`src/rtl/reg_streamcipher_pkg.sv`:
```
// reg_streamcipher_pkg: shared mode encoding and default geometry for the keystream generator
package reg_streamcipher_pkg;
    localparam int WIDTH_DEF = 8;
    localparam logic [7:0] TAPS_DEF = 8'b0001_1101;
    typedef enum logic [1:0] {
        MODE_HOLD = 2'b00,
        MODE_LFSR = 2'b01,
        MODE_ROT  = 2'b10,
        MODE_LOAD = 2'b11
    } mode_e;
endpackage

```
`src/rtl/reg_streamcipher_lfsr_next.sv`:
```
// reg_streamcipher_lfsr_next: combinational LFSR step, shift right with tap parity into the MSB
// ports: q_i current state, q_o advanced state
module reg_streamcipher_lfsr_next
    import reg_streamcipher_pkg::*;
#(
    parameter int WIDTH = WIDTH_DEF,
    parameter logic [WIDTH-1:0] TAPS = TAPS_DEF
) (
    input  logic [WIDTH-1:0] q_i,
    output logic [WIDTH-1:0] q_o
);
    assign q_o = {^(q_i & TAPS), q_i[WIDTH-1:1]};
endmodule

```
`src/rtl/reg_streamcipher.sv`:
```
// reg_streamcipher: keystream register with hold, LFSR advance, rotate-left and parallel seed load
// ports: clk, rst (async high), S1/S2 mode select, entrada seed, saida_d key bit = q[0]
module reg_streamcipher
    import reg_streamcipher_pkg::*;
#(
    parameter int WIDTH = WIDTH_DEF,
    parameter logic [WIDTH-1:0] TAPS = TAPS_DEF
) (
    input  logic             clk,
    input  logic             rst,
    input  logic             S1,
    input  logic             S2,
    input  logic [WIDTH-1:0] entrada,
    output logic             saida_d
);
    logic [WIDTH-1:0] q_q, q_d, lfsr_q;
    mode_e mode;
    assign mode = mode_e'({S1, S2});
    reg_streamcipher_lfsr_next #(.WIDTH(WIDTH), .TAPS(TAPS)) u_next (.q_i(q_q), .q_o(lfsr_q));
    always_comb begin
        q_d = mode == MODE_LFSR ? lfsr_q :
              mode == MODE_ROT  ? {q_q[WIDTH-2:0], q_q[WIDTH-1]} :
              mode == MODE_LOAD ? entrada : q_q;
    end
    always_ff @(posedge clk or posedge rst) begin
        if (rst) q_q <= '0;
        else     q_q <= q_d;
    end
    assign saida_d = q_q[0];
endmodule

```
`config.mk`:
```
export PLATFORM = sky130hd
export DESIGN_NAME = reg_streamcipher
export DESIGN_NICKNAME = d
export VERILOG_FILES = /design/src/rtl/reg_streamcipher_pkg.sv /design/src/rtl/reg_streamcipher_lfsr_next.sv /design/src/rtl/reg_streamcipher.sv
export SDC_FILE = /design/constraint.sdc
export NUM_CORES = 1
export LEC_CHECK = 0
export CAP_MARGIN = 20
export CORE_AREA = 2 2 39 41
export CTS_BUF_LIST = sky130_fd_sc_hd__clkbuf_8
export DETAILED_ROUTE_END_ITERATION = 8
export DIE_AREA = 0 0 41 43
export SLEW_MARGIN = 5
export SYNTH_ARGS = -nofsm -noshare
export SYNTH_HDL_FRONTEND = slang
export SYNTH_SLANG_ARGS = --single-unit
```
`constraint.sdc`:
```
create_clock -name clk -period 1.6 [get_ports clk]
set_clock_uncertainty 0.2 [all_clocks]
set_input_delay 0.16 -clock clk [delete_from_list [all_inputs] [get_ports clk]]
set_output_delay 0.16 -clock clk [all_outputs]
set_load 0.03 [all_outputs]
```
Word-level counts from Yosys, hierarchy flattened. Cells that the tools add are included.

Register bits: 8. Output and inout bits: 1. Word-level logic and storage cells: 9.

Equal/unequal tests: 3. Mux-type cells: 3. Reductions and logical operators: 2.

Operator list (count): 8-bit two-way mux (3); 8-bit parity (1); 2-bit == test (second input constant) (2); 3-bit nonzero test (1); 2-bit by 1-bit == test with 1-bit output (second input constant) (1).

Depth between registers and ports, before layout.
Depth in word-level cells: 4. Gate-level depth with buffers: 3. Gate-level depth less buffers: 3.

Hierarchy. Synthesis repeated with hierarchy kept, for this count alone.

Cell total of the unflattened synthesis: 29. Area, all modules: 485.5 sq um.

By module, submodules not included: reg_streamcipher (times used 1, cells an instance 19, area each 406.6 sq um, seq. area each 200.2 sq um); reg_streamcipher_lfsr_next (times used 1, cells an instance 10, area each 78.8 sq um, seq. area each 0.0 sq um).

Worst setup path before layout. Ideal clock, no wire load.

Kind: register -> register. Start: register q_q[0]. End: register q_q[7]. Setup time: 139 ps. Data arrival time: 1233 ps. Required time: 1261 ps. Path slack: 29 ps. Stages on the path, launching flop included: 4. Buffers on the path: 0. Period minus slack after synthesis: 1571 ps. Path through: dfrtp_1 -> xnor2_1 -> xnor2_1 -> mux4_2.

Longest elaborated chain between the ends: 2.

Ends and longest elaborated chain: start: declaration (line reg_streamcipher.sv:16) `logic [WIDTH-1:0] q_q, q_d, lfsr_q;`; start signal: assignment (line reg_streamcipher.sv:27) `else q_q <= q_d;`; 8-bit parity (line reg_streamcipher_lfsr_next.sv:12) `assign q_o = {^(q_i & TAPS), q_i[WIDTH-1:1]};`; 8-bit two-way mux (line reg_streamcipher.sv:21) `q_d = mode == MODE_LFSR ? lfsr_q :`.

Every way passes these cells. A chain may end at the register's enable or synchronous reset.

Worst setup path in the final report.
Start: register q_q[2]. End: register q_q[7].

The elaborated chain is that of the path after synthesis.

==> impl_metrics.prom <==
# TYPE chip_impl_metric gauge
chip_impl_info{name="run_status",value="finished clean"} 1
chip_impl_info{name="top_count_cell_post_synth",value="dfrtp_1"} 1
chip_impl_metric{name="grt_antenna_before_repair",unit=""} 0
chip_impl_metric{name="power.density_cell_area",unit="mW/mm2"} 1280
chip_impl_metric{name="global_route.usage.total",unit=""} 0.132
chip_impl_metric{name="layout.area.seq",unit="um2"} 200
chip_impl_metric{name="netlist-cell-type-count",unit=""} 7
chip_impl_metric{name="fin_tns_setup",unit="ps"} 0
chip_impl_metric{name="report.final.hold_viol_count",unit=""} 0
chip_impl_metric{name="synth-compound-area-share",unit=""} 0
chip_impl_metric{name="grt_pass1_wl",unit="mm"} 1.51
chip_impl_metric{name="synth_async_sr_flop_share",unit=""} 1.00
chip_impl_info{name="hold_crit_class",value="flop to flop"} 1
chip_impl_metric{name="number_of_enable_type_register_cells_in_the_synthesized_netlist",unit=""} 0
chip_impl_info{name="cts_tree",value="done"} 1
chip_impl_metric{name="clkSlewWorstSetupHoldPaths",unit="ps"} 40
chip_impl_metric{name="floorplan.rows",unit=""} 14
chip_impl_metric{name="maxCapViolCount",unit=""} 0
chip_impl_metric{name="first_pass_iters",unit=""} 2
chip_impl_metric{name="multiplexer_share_of_the_synthesized_area",unit=""} 0.443
chip_impl_metric{name="fill_cells",unit=""} 130
chip_impl_metric{name="utilization",unit=""} 0.464
chip_impl_metric{name="insertion_delay",unit="ps"} 230
chip_impl_metric{name="worst_ir_drop_vdd",unit="mV"} 0.507
chip_impl_metric{name="slew_at_the_pin_with_the_worst_max_slew_slack",unit="ps"} 322
chip_impl_metric{name="drt-vias-per-instance",unit=""} 5.04
chip_impl_metric{name="finalHoldWorstSlack",unit="ps"} 420
chip_impl_info{name="combinational_family_with_the_most_area_after_synthesis",value="multiplexers"} 1
chip_impl_metric{name="largest_register_ff_count",unit=""} 8
chip_impl_info{name="synthTopCellsByCount",value="8 x dfrtp_1, 5 x mux4_2, 3 x mux4_1"} 1
chip_impl_metric{name="cp_max_fo",unit=""} 4
chip_impl_metric{name="pre_cts_slack",unit="ps"} -98.8
chip_impl_metric{name="postRouteWirelength",unit="um"} 877
chip_impl_metric{name="die_h",unit="um"} 43
chip_impl_metric{name="synth_xor_xnor_area_share",unit=""} 0.0609
chip_impl_info{name="synth_ff_type",value="dfrtp_1"} 1
chip_impl_metric{name="fp.coreArea",unit="mm2"} 0.00138
chip_impl_metric{name="share_of_final_layout_standard_cells_stronger_than_drive_strength_1",unit=""} 0.300
chip_impl_info{name="synth.top_cells.by_area",value="dfrtp_1 46%, mux4_2 26%, mux4_1 18%"} 1
chip_impl_metric{name="area_delta_synth_final",unit="%"} 48.7
chip_impl_info{name="reg.largest.list",value="q_q: 8 flops"} 1
chip_impl_metric{name="placedCellCount",unit=""} 52
chip_impl_metric{name="placed_area",unit="um2"} 592
chip_impl_metric{name="routed-wl-met3",unit="um"} 51
chip_impl_metric{name="grt_max_degree",unit=""} 9
chip_impl_metric{name="wl_per_cell",unit="um"} 15.7
chip_impl_metric{name="nets",unit=""} 54
chip_impl_metric{name="layout_setup_ws",unit="ps"} 107
chip_impl_info{name="endpoint_kind",value="flop"} 1
chip_impl_metric{name="worst_slew_margin_rel",unit=""} 0.785
chip_impl_metric{name="vias",unit=""} 282
chip_impl_info{name="worst_setup_path_start_kind",value="flop"} 1
chip_impl_metric{name="initial_utilization",unit=""} 0.312
chip_impl_metric{name="synthAdderAreaFrac",unit=""} 0
chip_impl_metric{name="htree_num_levels",unit=""} 1
chip_impl_metric{name="p_leak",unit="nW"} 0.264
chip_impl_metric{name="maxClockFrequency",unit="MHz"} 670
chip_impl_info{name="cts-root-buf",value="clkbuf_8"} 1
chip_impl_metric{name="timing.critical_path.required",unit="ps"} 1490
chip_impl_metric{name="chipWidth",unit="um"} 41
chip_impl_metric{name="min_period",unit="ps"} 1490
chip_impl_metric{name="ys.warnings.count",unit=""} 0
chip_impl_metric{name="stdcell_count",unit=""} 56
chip_impl_metric{name="gp_congestion",unit=""} 0.758
chip_impl_info{name="top_layer",value="met3"} 1
chip_impl_metric{name="first_global_vias",unit=""} 326
chip_impl_metric{name="final-setup-viol-count",unit=""} 0
chip_impl_metric{name="cts_sinks",unit=""} 8
chip_impl_info{name="timing_worst_setup_path_type",value="flop to flop"} 1
chip_impl_metric{name="final_min_period_over_clock_period",unit=""} 0.933
chip_impl_metric{name="synth_simple_gate_area_frac",unit=""} 0
chip_impl_metric{name="nets_in_the_synthesized_netlist",unit=""} 34
chip_impl_metric{name="number_of_pins_with_negative_max_slew_slack_in_the_final_report",unit=""} 0
chip_impl_metric{name="ys_ff_latch",unit=""} 8
chip_impl_metric{name="detailedRoute.firstIterationViolations",unit=""} 2
chip_impl_metric{name="met1Wirelength",unit="um"} 392
chip_impl_metric{name="detail_route.drc_violations",unit=""} 0
chip_impl_metric{name="arrival_time_at_the_worst_endpoint",unit="ps"} 1390
chip_impl_info{name="regMostFlops",value="q_q"} 1
chip_impl_metric{name="synthesis.instances",unit=""} 22
chip_impl_metric{name="final_antenna_net_count",unit=""} 0
chip_impl_metric{name="postLayoutCellArea",unit="um2"} 642
chip_impl_metric{name="antennaDiodeCount",unit=""} 0
chip_impl_metric{name="netlist.area_leader.share",unit=""} 0.464
chip_impl_metric{name="placement.io_buffers",unit=""} 12
chip_impl_info{name="rsz_0062_raised_after_global_routing",value="no"} 1
chip_impl_metric{name="multiInputGateArea",unit="um2"} 218
chip_impl_metric{name="globalRouteOverflowTotal",unit=""} 0
chip_impl_metric{name="syn-cell-area",unit="um2"} 432
chip_impl_metric{name="cts.path.max_buffers",unit=""} 2
chip_impl_metric{name="met2_wirelength",unit="um"} 433
chip_impl_metric{name="avgSynthCellArea",unit="um2"} 19.6
chip_impl_metric{name="total_power",unit="mW"} 0.819
chip_impl_metric{name="cts_made_buffers",unit=""} 3
chip_impl_metric{name="design.portCount",unit=""} 13
chip_impl_metric{name="place_hpwl",unit="um"} 701
chip_impl_metric{name="synth.yosys.seq_area_share",unit=""} 0.464
chip_impl_metric{name="floorplan.die_area",unit="mm2"} 0.00176
chip_impl_info{name="yosys_top_cell_by_area",value="dfrtp_1"} 1
worst paths after layout:
| kind | start | end | slack, ps | cells past startpoint |
|---|---|---|---|---|
| max in group asynchronous | rst | q_q[5] | 410 | 3 |
| max reg2reg | q_q[2] | q_q[7] | 110 | 3 |
| max | q_q[2] | q_q[7] | 110 | 3 |
| min | q_q[6] | q_q[7] | 420 | 1 |
| min reg2reg | q_q[6] | q_q[7] | 420 | 1 |
| min in group asynchronous | rst | q_q[2] | 550 | 3 |
cells in the final DEF (no fill, tap or decap):
cell             synthesis  final
clkdlybuf4s50_1          0     11
dfrtp_1                  8      8
mux4_2                   5      5
buf_4                    0      4
mux4_1                   3      3
clkbuf_8                 0      3
xnor2_1                  2      2
inv_1                    1      1
xor2_1                   1      1
dlygate4sd3_1            0      1
dlygate4sd2_1            0      1
layout make-up:
type	instances	share of cell area
well taps	16	0.0312
inverters	1	0.00585
multi-input cells	11	0.339
repair buffers	17	0.248
flip-flops and latches	8	0.312
clock buffers	3	0.0643
cells by family (layout without fill, tap and decap cells):
family,after synthesis,count (layout)
multiplexers,8,8
flip-flops,8,8
XOR/XNOR,3,3
buffers and inverters,3,21
layer usage:
metal | up-vias | track usage
met2 | 8 | 0.184
met4 | 0 | 0.0800
met3 | 0 | 0.0314
met1 | 147 | 0.179
met5 | - | 0
li1 | 127 | -
critical path, stage by stage, from the launching register on:
cell and delay (ps):
dfrtp_1 410, xor2_1 180, xnor2_1 130, mux4_2 450
what timing repair did:
item | 4_1_cts | 5_1_grt
endpoints found under the hold margin | 8 | 0
hold buffers | 1 | 0
buffers inserted | 0 | 0
endpoints found under the setup margin | 1 | 0
gates resized for setup | 1 | 0
where the power goes:
part	leakage [nW]	total, mW	switching, mW	internal, mW
registers	0.0935	0.332	0.0638	0.268
logic	0.149	0.244	0.0722	0.172
clock network	0.0216	0.243	0.0800	0.163
total	0.264	0.819	0.216	0.603
No activity file was read; power rests on OpenSTA's default activity.
